[src/rtl/nfa_sched_pkg.sv]
// Shared types and helpers for the NFA match scheduler.
package nfa_sched_pkg;

  typedef enum logic [2:0] {
    ST_IDLE,
    ST_START,
    ST_SCAN,
    ST_DRAIN,
    ST_REPORT
  } state_e;

  localparam int DRAIN_CYCLES_DEF = 2;

  // Index width that never collapses to zero bits for a single engine.
  function automatic int clog2_min1(input int n);
    return (n <= 1) ? 1 : $clog2(n);
  endfunction

endpackage

[src/rtl/nfa_match_sched_prio.sv]
// nfa_prio_pick: combinational lowest-set-bit finder over the pending vector.
module nfa_prio_pick
  import nfa_sched_pkg::*;
#(
  parameter  int N    = 8,
  localparam int ID_W = clog2_min1(N)
) (
  input  logic [N-1:0]    req,
  output logic [ID_W-1:0] idx,
  output logic            any,
  output logic [N-1:0]    onehot
);

  // Descending scan so the lowest set bit wins the final assignment.
  always_comb begin
    idx = '0;
    for (int i = N - 1; i >= 0; i--) begin
      if (req[i]) idx = ID_W'(i);
    end
  end

  assign any    = |req;
  assign onehot = req & (~req + N'(1));

endmodule

[src/rtl/nfa_match_sched.sv]
// Per-packet sequencer and match-report arbiter for a bank of NFA engines.
// Define NFA_SCHED_OFFSET_EN to build per-engine match-offset registers.
module nfa_match_sched
  import nfa_sched_pkg::*;
#(
  parameter  int NUM_ENGINES  = 8,
  parameter  int DRAIN_CYCLES = DRAIN_CYCLES_DEF,
  parameter  int LEN_W        = 16,
  localparam int ID_W         = clog2_min1(NUM_ENGINES)
) (
  input  logic                   clk,
  input  logic                   rst,
  input  logic                   pkt_start,
  input  logic                   byte_valid,
  input  logic                   pkt_end,
  output logic                   byte_ready,
  input  logic [NUM_ENGINES-1:0] eng_out,
  output logic                   eng_sod,
  output logic                   eng_en,
  output logic                   dec_blank,
  output logic                   rpt_valid,
  input  logic                   rpt_ready,
  output logic [ID_W-1:0]        rpt_id,
  output logic [LEN_W-1:0]       rpt_offset,
  output logic                   rpt_last,
  output logic                   pkt_done,
  output logic                   busy
);

  localparam int DC_W = clog2_min1(DRAIN_CYCLES);

  state_e                 state_q, state_d;
  logic [NUM_ENGINES-1:0] pending_q, pending_d;
  logic [LEN_W-1:0]       byte_cnt_q, byte_cnt_d;
  logic [DC_W-1:0]        drain_cnt_q, drain_cnt_d;
  logic                   pkt_done_q, pkt_done_d;

  logic [ID_W-1:0]        pick_idx;
  logic                   pick_any;
  logic [NUM_ENGINES-1:0] pick_onehot;

  nfa_prio_pick #(.N(NUM_ENGINES)) u_pick (
    .req    (pending_q),
    .idx    (pick_idx),
    .any    (pick_any),
    .onehot (pick_onehot)
  );

  assign rpt_valid = (state_q == ST_REPORT) && pick_any;
  assign rpt_id    = rpt_valid ? pick_idx : '0;
  assign rpt_last  = rpt_valid && ((pending_q & ~pick_onehot) == '0);
  assign eng_sod   = rst || (state_q == ST_START);
  assign busy      = (state_q != ST_IDLE);
  assign pkt_done  = pkt_done_q;

  always_comb begin
    state_d     = state_q;
    pending_d   = pending_q;
    byte_cnt_d  = byte_cnt_q;
    drain_cnt_d = drain_cnt_q;
    pkt_done_d  = 1'b0;
    byte_ready  = 1'b0;
    eng_en      = 1'b0;
    dec_blank   = 1'b0;
    case (state_q)
      ST_IDLE: begin
        if (pkt_start) state_d = ST_START;
      end
      ST_START: begin
        pending_d  = '0;
        byte_cnt_d = '0;
        state_d    = ST_SCAN;
      end
      ST_SCAN: begin
        byte_ready = 1'b1;
        eng_en     = byte_valid;
        pending_d  = pending_q | eng_out;
        if (byte_valid) begin
          if (byte_cnt_q != '1) byte_cnt_d = byte_cnt_q + LEN_W'(1);
          if (pkt_end) begin
            state_d     = ST_DRAIN;
            drain_cnt_d = '0;
          end
        end
      end
      ST_DRAIN: begin
        eng_en    = 1'b1;
        dec_blank = 1'b1;
        pending_d = pending_q | eng_out;
        // Decide on pending_d so a match landing in the last drain cycle counts.
        if (drain_cnt_q == DC_W'(DRAIN_CYCLES - 1)) begin
          state_d    = (|pending_d) ? ST_REPORT : ST_IDLE;
          pkt_done_d = ~|pending_d;
        end else begin
          drain_cnt_d = drain_cnt_q + DC_W'(1);
        end
      end
      ST_REPORT: begin
        if (rpt_ready) begin
          pending_d = pending_q & ~pick_onehot;
          if (rpt_last) begin
            state_d    = ST_IDLE;
            pkt_done_d = 1'b1;
          end
        end
      end
      default: state_d = ST_IDLE;
    endcase
  end

  always_ff @(posedge clk or posedge rst) begin
    if (rst) begin
      state_q     <= ST_IDLE;
      pending_q   <= '0;
      byte_cnt_q  <= '0;
      drain_cnt_q <= '0;
      pkt_done_q  <= 1'b0;
    end else begin
      state_q     <= state_d;
      pending_q   <= pending_d;
      byte_cnt_q  <= byte_cnt_d;
      drain_cnt_q <= drain_cnt_d;
      pkt_done_q  <= pkt_done_d;
    end
  end

`ifdef NFA_SCHED_OFFSET_EN
  logic [NUM_ENGINES-1:0][LEN_W-1:0] offset_q, offset_d;

  // Offset latches the pre-increment count on the first sighting of a match.
  always_comb begin
    offset_d = offset_q;
    if (state_q == ST_START) offset_d = '0;
    for (int i = 0; i < NUM_ENGINES; i++) begin
      if (pending_d[i] && !pending_q[i]) offset_d[i] = byte_cnt_q;
    end
  end

  always_ff @(posedge clk or posedge rst) begin
    if (rst) offset_q <= '0;
    else     offset_q <= offset_d;
  end

  assign rpt_offset = rpt_valid ? offset_q[pick_idx] : '0;
`else
  logic unused_byte_cnt;
  assign unused_byte_cnt = ^byte_cnt_q;
  assign rpt_offset      = '0;
`endif

endmodule

[config.mk]
export PLATFORM = sky130hd
export DESIGN_NAME = nfa_match_sched
export DESIGN_NICKNAME = d
export VERILOG_FILES = /design/src/rtl/nfa_sched_pkg.sv /design/src/rtl/nfa_match_sched_prio.sv /design/src/rtl/nfa_match_sched.sv
export SDC_FILE = /design/constraint.sdc
export NUM_CORES = 1
export LEC_CHECK = 0
export CAP_MARGIN = 30
export CORE_UTILIZATION = 35
export DETAILED_ROUTE_END_ITERATION = 10
export PLACE_DENSITY = 0.69
export RECOVER_POWER = 50
export SLEW_MARGIN = 30
export SYNTH_ARGS = -nofsm -noshare
export SYNTH_HDL_FRONTEND = slang
export SYNTH_SLANG_ARGS = --single-unit
[constraint.sdc]
create_clock -name clk -period 2 [get_ports clk]
set_input_delay 0.4 -clock clk [delete_from_list [all_inputs] [get_ports clk]]
set_output_delay 0.4 -clock clk [all_outputs]
set_load 0.01 [all_outputs]
## Word-level counts from Yosys, hierarchy flattened

Cells that the tools add are included.

| storage, ports and cells | value |
|---|---|
| flip-flop bits (word level) | 13 |
| bits of input ports | 14 |

| cells by class | value |
|---|---|
| add/sub/neg operators | 2 |
| equal/unequal tests | 10 |
| mux-type cells | 30 |
| bitwise gates (word level) | 5 |
| reductions and logical operators | 15 |

Operators by type and width:

| cell | count |
|---|---|
| $mux W3 | 16 |
| $pmux W8 S3 | 1 |
| $and A8 B8 Y8 | 2 |
| $not A8 Y8 | 2 |
| $reduce_or A8 Y1 | 2 |
| $pmux W3 S5 | 1 |
| $ne A2 B2 Y1 const B | 6 |
| $add A8 B1 Y8 const B | 1 |
| $logic_not A8 Y1 | 1 |
| $mux W1 | 8 |
| $mux W8 | 1 |
| $or A8 B8 Y8 | 1 |
| $eq A3 B2 Y1 const B | 2 |
| $pmux W1 S2 | 3 |
| $reduce_and A6 Y1 | 1 |
| $reduce_bool A3 Y1 | 2 |
| $eq A3 B1 Y1 const B | 1 |
| $eq A3 B3 Y1 const B | 1 |
| $logic_not A3 Y1 | 1 |
| $reduce_and A3 Y1 | 1 |
| $logic_and A1 B1 Y1 | 2 |
| $reduce_and A2 Y1 | 1 |
| $reduce_bool A2 Y1 | 1 |
| $reduce_or A2 Y1 | 1 |
| 3 further kinds | 3 |

## Depth between registers and ports, before layout

Gate-level depths: netlist of the first run.

| logic depth | value |
|---|---|
| depth in word-level cells | 10 |
| gate-level depth with buffers | 6 |
| depth with buffers taken out | 4 |

## Cells and area by module

A second synthesis of the first run with hierarchy kept.

| second synthesis, totals | value |
|---|---|
| cells, all modules | 148 |
| area, all modules | 1128.6 um2 |

By module, submodules not included:

| module | instances | cells each | area an instance (um2) |
|---|---|---|---|
| nfa_match_sched | 1 | 125 | 989.7 |
| nfa_prio_pick | 1 | 23 | 138.9 |

## Least setup slack after synthesis of the first run

No wires, ideal clock.

| path | value |
|---|---|
| path type | reg2out |
| start point | register pending_q[0] |
| end point | output rpt_last |
| data arrival time | 1691 ps |
| data required time | 1600 ps |
| path slack | -91 ps |
| stages on the path, launching flop included | 7 |
| buffers on the path | 2 |
| cells stage by stage | dfrtp_1 buf_6 or4_1 buf_2 or3_1 a31oi_2 nor2_1 |

| between the ends | value |
|---|---|
| word-level cells in the longest chain between the ends | 7 |
| elaborated cells between the ends (all ways) | 9 |

RTL lines:

| item | RTL line | RTL |
|---|---|---|
| from (decl) | nfa_match_sched.sv:33 | `logic [NUM_ENGINES-1:0] pending_q, pending_d;` |
| from (signal assigned) | nfa_match_sched.sv:120 | `pending_q <= pending_d;` |
| $not A8 Y8 | nfa_match_sched_prio.sv:23 | `assign onehot = req & (~req + N'(1));` |
| $add A8 B1 Y8 | nfa_match_sched_prio.sv:23 |  |
| $and A8 B8 Y8 | nfa_match_sched_prio.sv:23 |  |
| $not A8 Y8 | nfa_match_sched.sv:51 | `assign rpt_last = rpt_valid && ((pending_q & ~pick_onehot) == '0);` |
| $and A8 B8 Y8 | nfa_match_sched.sv:51 |  |
| $logic_not A8 Y1 | nfa_match_sched.sv:51 |  |
| $logic_and A1 B1 Y1 (*) | nfa_match_sched.sv:51 |  |
| to (decl) | nfa_match_sched.sv:25 | `output logic rpt_last,` |

Every way passes the cells marked *; elsewhere a longest branch is shown, timed or not.

## Worst setup path after layout of the first run

Ends and elaborated chain as after synthesis.

==> results of run 1 <==
==> path summary, 6_finish.rpt <==
path,end,from,cells after the start
max,rpt_last,pending_q[0],5
min,state_q[1],drain_cnt_q,1
max reg2reg,state_q[2],pending_q[0],8
min reg2reg,state_q[1],drain_cnt_q,1
max in group asynchronous,state_q[0],rst,3
min in group asynchronous,drain_cnt_q,rst,3
==> power by group through the flow <==
stage | combinational [uW] | clock, uW | sequential, uW
after detailed placement | 1430 | 0 | 470
after global placement | 1390 | 0 | 456
final | 1730 | 167 | 467
after CTS | 1610 | 170 | 463
after global routing | 1870 | 189 | 480
after floorplan | 864 | 0 | 447
==> cells in the mapped netlist (all sizes together) (2+ instances only) <==
cell type  count
a21o           2
nor3           2
o21bai         2
dfrtp         13
a21oi         12
o21ai         11
nand3          3
nor2b          3
buf           24
o22ai          2
clkbuf         3
a31oi          3
nor4           4
or4            2
or3            2
nand2          4
inv            6
nor2          11
or3b           3
==> flip-flops by register name (all words and copies together), names as in the netlist <==
| signal | flops |
|---|---|
| state_q | 3 |
| pkt_done | 1 |
| pending_q | 8 |
| drain_cnt_q | 1 |
==> kinds of logic after synthesis <==
| kind of cell | Yosys count | synth area share |
|---|---|---|
| compound gates | 45 | 0.282 |
| fa+ha+maj | 1 | 0.00942 |
| simple gates | 37 | 0.193 |
| other cells | 1 | 0.00353 |
| flops | 13 | 0.306 |
| buf+inv | 33 | 0.206 |
==> area by class of cell <==
type                    count  area (um^2)
clock buffers               4         26.3
fillers                   266         1260
inverters                   6         22.5
multi-input cells          99          678
flip-flops and latches     13          325
well taps                  31         38.8
repair buffers             57          455
==> layer usage <==
metal	part of all wire	global-route usage
met3	0.062	0.0227
met2	0.53	0.363
met4	0.018	0.0732
met5	0	0
met1	0.39	0.248
==> worst reg2reg max path, delay by kind of cell, from the launching register on <==
| family | cells | cell delay (ns) |
|---|---|---|
| flops | 1 | 0.40 |
| simple gates | 1 | 0.53 |
| compound gates | 3 | 0.55 |
| buf+inv | 4 | 0.59 |
==> per-stage QoR <==
| stage | hold slack, ns | instance area, um^2 |
|---|---|---|
| 3_5_place_dp | 0.565 | 1420 |
| 5_1_grt | 0.615 | 1550 |
| 4_1_cts | 0.474 | 1510 |
| 3_3_place_gp | 0.545 | 1420 |
| 2_1_floorplan | 0.285 | 1120 |
| 6_report | 0.586 | 1550 |
==> timing repair <==
item,in CTS,in global routing
endpoints found under the setup margin,10,8
pin swaps,5,5
gates resized for setup,39,7
hold buffers,0,0
setup buffers,5,0
==> results.sh, run 1 <==
export IMPL_outcome="finished with violations"
export IMPL_violations="design-rule violations, negative setup slack"
export IMPL_grt_usage=0.202
export IMPL_root_buffer="clkbuf_4"
export IMPL_crit_type="reg -> out"
export IMPL_setup_viol=7
export IMPL_drtIter0Drc=59
export IMPL_max_cap_viol_count=0
export IMPL_setup_tns_ns=-1.10
export IMPL_final_antenna_net_count=0
export IMPL_syn_inst=130
export IMPL_cts_buffers=3
export IMPL_relSlewSlack=0.538
export IMPL_routed_via_count=1135
export IMPL_seq_power_share=0.198
export IMPL_overflow=0
export IMPL_finClkSkew_ns=0.00534
export IMPL_die_y_um=57.1
export IMPL_cp_required_ns=1.60
export IMPL_ys_types=42
export IMPL_dp_slack_ns=-0.432
export IMPL_h_tree_depth=1
export IMPL_synth_edff_count=0
export IMPL_slowest_stage="or4_4"
export IMPL_power_density_nw_per_um2=1530
export IMPL_yosysTopAreaCellShare=0.306
export IMPL_final_common_cell="buf_4"
export IMPL_portBuffers=24
export IMPL_cts_tree="done"
export IMPL_ys_seq_area_frac=0.306
export IMPL_areaGrowthSynthToFinish_pct=45.6
export IMPL_finalCritPeriodShare=1.18
export IMPL_synth_seq_cells=13
export IMPL_drt_wl_total_mm=3.05
export IMPL_routabilityCongestion=0.873
export IMPL_pwr_share_comb=0.731
export IMPL_start_util=0.379
export IMPL_switching_share=0.447
export IMPL_cp_num_buf_inv=1
export IMPL_cts_sinks=13
export IMPL_antenna_found_initial=0
export IMPL_yosys_area_top_type="dfrtp_1"
export IMPL_grt_pass1_vias=1089
export IMPL_rsz0062_at_grt="true"
export IMPL_clk_path_buf_depth=2
export IMPL_grt_start_max_net_pins=14
export IMPL_clkTransAtPathRegs_ns=0.08
export IMPL_crit_path_max_fanout=2
export IMPL_avgRoutedWirePerCell_um=14.5
export IMPL_total_power_uw=2360
export IMPL_die_area_um2=3260
export IMPL_drive_gt1_frac=0.318
export IMPL_final_nets=194
export IMPL_peakVddDrop_mv=0.525
export IMPL_async_reset_ff_frac=1.00
export IMPL_final_setup_worst_slack_ns=-0.363
export IMPL_fin_cells=210
export IMPL_post_route_min_period_ns=2.36
export IMPL_slew_violations=0
export IMPL_grt_first_pass_wirelength_mm=5.06
export IMPL_synth_avg_cell_area_um2=8.17
export IMPL_critPathMaxStageDelay_ns=0.53
export IMPL_dp_hpwl_mm=2.21
export IMPL_syn_cell_area_um2=1060
export IMPL_hold_class="reg -> reg"
export IMPL_first_pass_iters=9
export IMPL_hold_viol=0
export IMPL_r2r_slack_ns=-0.18
export IMPL_synth_main_ff_cell="dfrtp_1"
export IMPL_num_io_pins=41
export IMPL_p_switching_uw=1060
export IMPL_worst_setup_path_start_kind="register"
export IMPL_fmax_ghz=0.423
export IMPL_leakagePower_uw=0.000711
export IMPL_synthTopCellsByArea="dfrtp_1, buf_4, a21oi_1"
export IMPL_p_int_uw=1300
export IMPL_final_core_util=0.551
export IMPL_pwr_share_clk=0.071
export IMPL_arrival_ns=1.96
export IMPL_ys_warn_count=0
export IMPL_drc=10
export IMPL_cp_end_kind="output port"
export IMPL_clk_latency_ns=0.28
export IMPL_viasPerCell=5.40
export IMPL_cp_cell_sequence="or4_4, or3_4, a31oi_4, nor2_2, buf_2"
export IMPL_layout_common_cells="buf_4, conb_1, dfrtp_1, clkdlybuf4s50_1, a21oi_1"
export IMPL_place_inst=201
export IMPL_cp_top_family="simple AND/OR/NAND/NOR gates"
export IMPL_rows=19
export IMPL_die_x_um=57.1
export IMPL_worst_slew_pin_slew_ns=0.693
export IMPL_antenna_cells=0
export IMPL_coreArea_um2=2810
No activity file was read; power rests on OpenSTA's default activity.
==> run 2, diff against run 1 <==
- CORE_UTILIZATION: 35 -> 39
- PLACE_DENSITY: 0.69 -> 0.75
==> results.sh, run 2 (synthesis results as in run 1) <==
export IMPL_cp_end_kind="output port"
export IMPL_antenna_cells=0
export IMPL_first_pass_iters=4
export IMPL_h_tree_depth=1
export IMPL_outcome="finished with violations"
export IMPL_violations="negative setup slack"
export IMPL_arrival_ns=1.94
export IMPL_hold_depth=2
export IMPL_final_setup_worst_slack_ns=-0.337
export IMPL_grt_first_pass_wirelength_mm=4.64
export IMPL_finalCritPeriodShare=1.17
export IMPL_portBuffers=24
export IMPL_root_buffer="clkbuf_4"
export IMPL_die_area_um2=2940
export IMPL_layout_common_cells="buf_4, conb_1, dfrtp_1, clkdlybuf4s50_1, a21oi_1"
export IMPL_grt_start_max_net_pins=14
export IMPL_routabilityCongestion=0.842
export IMPL_antenna_found_initial=0
export IMPL_rows=18
export IMPL_hold_viol=0
export IMPL_fillers=217
export IMPL_crit_path_max_fanout=3
export IMPL_power_density_nw_per_um2=1560
export IMPL_peakVddDrop_mv=0.936
export IMPL_cts_buffers=3
export IMPL_coreArea_um2=2520
export IMPL_final_antenna_net_count=0
export IMPL_total_power_uw=2520
export IMPL_overflow=0
export IMPL_grt_usage=0.224
export IMPL_final_core_util=0.641
export IMPL_areaGrowthSynthToFinish_pct=52.3
export IMPL_num_io_pins=41
export IMPL_start_util=0.421
export IMPL_cp_required_ns=1.60
export IMPL_cts_sinks=13
export IMPL_viasPerCell=5.48
export IMPL_drtIter0Drc=57
export IMPL_avgRoutedWirePerCell_um=15.5
export IMPL_routed_via_count=1178
export IMPL_dp_hpwl_mm=2.17
export IMPL_slew_violations=0
export IMPL_drive_gt1_frac=0.341
export IMPL_crit_type="reg -> out"
export IMPL_clk_latency_ns=0.29
export IMPL_grt_pass1_vias=1017
export IMPL_fmax_ghz=0.428
export IMPL_leakagePower_uw=0.000760
export IMPL_relSlewSlack=0.519
export IMPL_drt_wl_total_mm=3.33
export IMPL_cts_tree="done"
export IMPL_final_common_cell="buf_4"
export IMPL_rsz0062_at_grt="true"
export IMPL_r2r_cells=7
export IMPL_reg_top3="pending_q x8, state_q x3"
export IMPL_clk_path_buf_depth=2
export IMPL_hold_slack_ns=0.584
export IMPL_worst_slew_pin_slew_ns=0.722
export IMPL_largest_reg_flops=8
export IMPL_drc=0
export IMPL_regMostFlops="pending_q"
export IMPL_finClkSkew_ns=0.0113
export IMPL_setup_viol=5
export IMPL_worst_setup_path_start_kind="register"
export IMPL_post_route_min_period_ns=2.34
export IMPL_final_nets=200
export IMPL_max_cap_viol_count=0
export IMPL_hold_class="reg -> reg"
export IMPL_die_y_um=54.2
export IMPL_die_x_um=54.2
export IMPL_clkTransAtPathRegs_ns=0.09
run 2: area by class of cell:
cell class / count / area [um^2] / share of cell area
clock buffers: 4 / 26.3 / 0.0162
flip-flops and latches: 13 / 325 / 0.201
multi-input cells: 99 / 693 / 0.428
well taps: 30 / 37.5 / 0.0232
repair buffers: 63 / 513 / 0.317
inverters: 6 / 22.5 / 0.0139
run 2: where the power goes:
| part | internal (uW) | leakage [uW] | total (uW) | switching (uW) |
|---|---|---|---|---|
| Clock | 77.5 | 0.0000150 | 168 | 90.9 |
| Combinational | 927 | 0.000582 | 1870 | 945 |
| Sequential | 380 | 0.000162 | 478 | 97.3 |
run 2: timing repair:
item | 4_1_cts | 5_1_grt
resized for setup | 27 | 21
setup buffers | 8 | 5
endpoints found under the hold margin | 0 | 0
pin swaps | 6 | 6
hold buffers | 0 | 0
cloned | 0 | 0
endpoints found under the setup margin | 9 | 8
run 2: final timing paths:
| path | start | endpoint | slack (ns) |
|---|---|---|---|
| max in group asynchronous | rst | pending_q[3] | 0.77 |
| max reg2reg | pending_q[0] | state_q[2] | -0.10 |
| min reg2reg | state_q[2] | state_q[0] | 0.58 |
| min in group asynchronous | rst | pending_q[6] | 0.76 |
| max | pending_q[0] | rpt_last | -0.34 |
| min | state_q[2] | state_q[0] | 0.58 |
run 2: metrics by stage:
stage / TNS (ns) / instances / area [um^2] / worst slack (ns)
2_1_floorplan: -0.0908 / 145 / 1120 / -0.0908
3_3_place_gp: -1.12 / 198 / 1400 / -0.415
3_5_place_dp: -1.36 / 198 / 1400 / -0.490
4_1_cts: -0.943 / 210 / 1520 / -0.384
5_1_grt: -0.985 / 215 / 1620 / -0.367
6_report: -0.565 / 215 / 1620 / -0.337
run 2: per-layer routing:
layer,GRT usage,share of wire,vias to the layer above
met3,0.0226,0.073,15
met1,0.278,0.40,537
met5,0,0,-
met4,0.0769,0.039,0
li1,-,-,546
met2,0.396,0.49,80
run 2: worst max-delay path, cell delays in order, from the launching register on:
cell	delay, ns
dfrtp_1	0.41
or4_4	0.53
or3_4	0.36
a31oi_4	0.16
nor2_1	0.05
buf_2	0.13
==> edit: new RTL, flow settings as in run 2 <==
Take the reset off `pending_q` and load it in a clocked block of its own.
--- a/src/rtl/nfa_match_sched.sv
+++ b/src/rtl/nfa_match_sched.sv
@@ -112,5 +112,4 @@
     if (rst) begin
       state_q     <= ST_IDLE;
-      pending_q   <= '0;
       byte_cnt_q  <= '0;
       drain_cnt_q <= '0;
@@ -118,9 +117,12 @@
     end else begin
       state_q     <= state_d;
-      pending_q   <= pending_d;
       byte_cnt_q  <= byte_cnt_d;
       drain_cnt_q <= drain_cnt_d;
       pkt_done_q  <= pkt_done_d;
     end
+  end
+
+  always_ff @(posedge clk) begin
+    pending_q <= pending_d;
   end
 
Function: same outputs for any inputs over 10 cycles, from zero or initial values and one cycle with rst high; that may be too few to reach the edited logic, so the function may still have changed.
==> edit against run 2 <==
The flow still finishes with violations (negative setup slack); final area shrank 4.2%; sequential cell count is the same; register-to-register slack gained 240 ps; die area grew 5.8%; setup slack gained 70 ps; total power shrank 4.6%; cell count is the same; routed wire length shrank 7.8%; count of clock-buffer cells in the layout shrank 1; critical path depth is the same; utilization shrank 7.4 points; area after synthesis grew 6.0%; largest cell class unchanged; largest power group unchanged.
==> edit: results (changes against run 2) <==
Internal Power 0.00132 W (was 0.00139 W); Reg2Reg Depth 6 (was 7); Synth top cells by count a21oi_1 (17), buf_4 (17), nor2_1 (11), nand2_1 (9) (was buf_4 (16), dfrtp_1 (13), a21oi_1 (12), nor2_1 (11), o21ai_0 (10)); post-synthesis xor/xnor area fraction 0.778% (was 0%); max-cap check violation count 0 (unchanged); largest net degree at the start of global routing 15 (was 14); input/output buffers 24 (unchanged); failing checks negative setup slack (unchanged); placed instance count 202 (was 198); Seq pwr share 24.1% (was 19.0%); multiplexer area fraction after synthesis 0.889% (was 0%); Worst-Skew Late Latency 270 ps (was 290 ps); Synth Area in Compound Gates 22.0% (was 28.2%); Final setup viols 4 (was 5); vias in the first global route 1146 (was 1017); number of flops mapped to enable cells by yosys 8 (was 0); Synth cell types 43 (was 42); reg2reg end pkt_done$_DFF_PP0_ (was state_q[2]$_DFFE_PP0P_); ranking of synthesized cells by area edfxtp_1 (21%), buf_4 (11%), dfrtp_1 (11%) (was dfrtp_1 (31%), buf_4 (11%), a21oi_1 (5.7%)); FF-to-FF setup slack 140 ps (was -100 ps); Peak VDD IR 983 uV (was 936 uV); final worst setup slack -267 ps (was -337 ps); Clock Skew 5.59 ps (was 11.3 ps); adder-cell share of the synthesized area 1.00% (was 0.942%); nets 199 (was 200); leakage dissipation 0.695 nW (was 0.760 nW); ys flop type edfxtp_1 (was dfrtp_1); worst hold path class flop to flop (unchanged); crit path DAT 1870 ps (was 1940 ps); initial detailed-routing violation count 50 (was 57); GRT Total Usage 20.5% (was 22.4%); first-pass GRT wire length 5120 um (was 4640 um); Placer Congestion 0.931 (was 0.842); Hold Crit Depth 2 (unchanged); fraction of layout cells with a size suffix above 1 27.2% (was 34.1%); DPL Wire Length 2200 um (was 2170 um); vias per cell 5.32 (was 5.48); fill cell count 265 (was 217); register area share after synthesis 32.4% (was 30.6%); Power Combinational 0.00166 W (was 0.00187 W); WHS Endpoint drain_cnt_q$_DFFE_PP0P_ (was state_q[0]$_DFFE_PP0P_); HP Start drain_cnt_q$_DFFE_PP0P_ (was state_q[2]$_DFFE_PP0P_); Setup TNS -778 ps (was -565 ps); Crit Path Max Fanout 3 (unchanged); ys async rst share 38.5% (was 100%); Reg-to-Reg Start pending_q[1]$_DFFE_PP_ (was pending_q[0]$_DFFE_PP0P_); status finished, violations left (unchanged); pwr dens 1550 mW/mm^2 (was 1560 mW/mm^2); warning count from the yosys run 0 (unchanged); Cells after Synth 133 (was 130); WL per Instance 14.3 um (was 15.5 um); CP startpoint pending_q[3]$_DFFE_PP_ (was pending_q[0]$_DFFE_PP0P_); Inserted Clock Buffers 3 (unchanged)
==> edit: metal layers <==
metal / global-route usage [%] / vias to the layer above / routed length, um
li1: - / 548 / -
met1: 24.5 / 534 / 1250
met4: 7.14 / 0 / 57
met3: 3.72 / 8 / 190
met5: 0 / - / 0
met2: 36.7 / 54 / 1570
==> edit: cell families (layout without fill, tap and decap cells) <==
| kind of cell | count (synthesis) | count (layout) |
|---|---|---|
| AOI/OAI and AO/OA | 39 | 39 |
| xor gates and xnor gates | 1 | 1 |
| adders and majority gates | 1 | 1 |
| buffers and inverters | 32 | 68 |
| DFF | 13 | 13 |
| muxes | 1 | 1 |
| other | 1 | 16 |
| and+or+nand+nor | 45 | 45 |
==> edit: through the flow <==
stage	hold WS, ps	instance area (um^2)	total power (W)	setup WS, ps
floorplan	187	1190	0.00151	81.0
detailed placement	558	1450	0.00203	-383
finish	572	1550	0.00240	-267
global route	621	1550	0.00257	-322
global placement	538	1450	0.00199	-311
CTS	427	1570	0.00240	-216
==> edit: area by class of cell <==
class / instances / area, um^2 / share of cell area [%]
Clock buffer: 3 / 22.5 / 1.45
Clock inverter: 1 / 5.00 / 0.323
Inverter: 5 / 18.8 / 1.21
Multi-Input combinational cell: 103 / 636 / 41.0
Tap cell: 31 / 38.8 / 2.50
Timing Repair Buffer: 59 / 464 / 29.9
Sequential cell: 13 / 365 / 23.6
==> edit: critical path, stage by stage (launching register included) <==
cell and delay (ps):
edfxtp_1 410, buf_4 160, maj3_2 310, o31a_4 350, a211oi_4 190, buf_2 180
==> edit: timing repair <==
action                     in CTS  in global routing
resized for setup              27                  4
setup endpoints to repair       9                  6
gates cloned                    0                  0
hold buffers                    0                  0
pin swaps                       4                  3
setup buffers                   8                  1
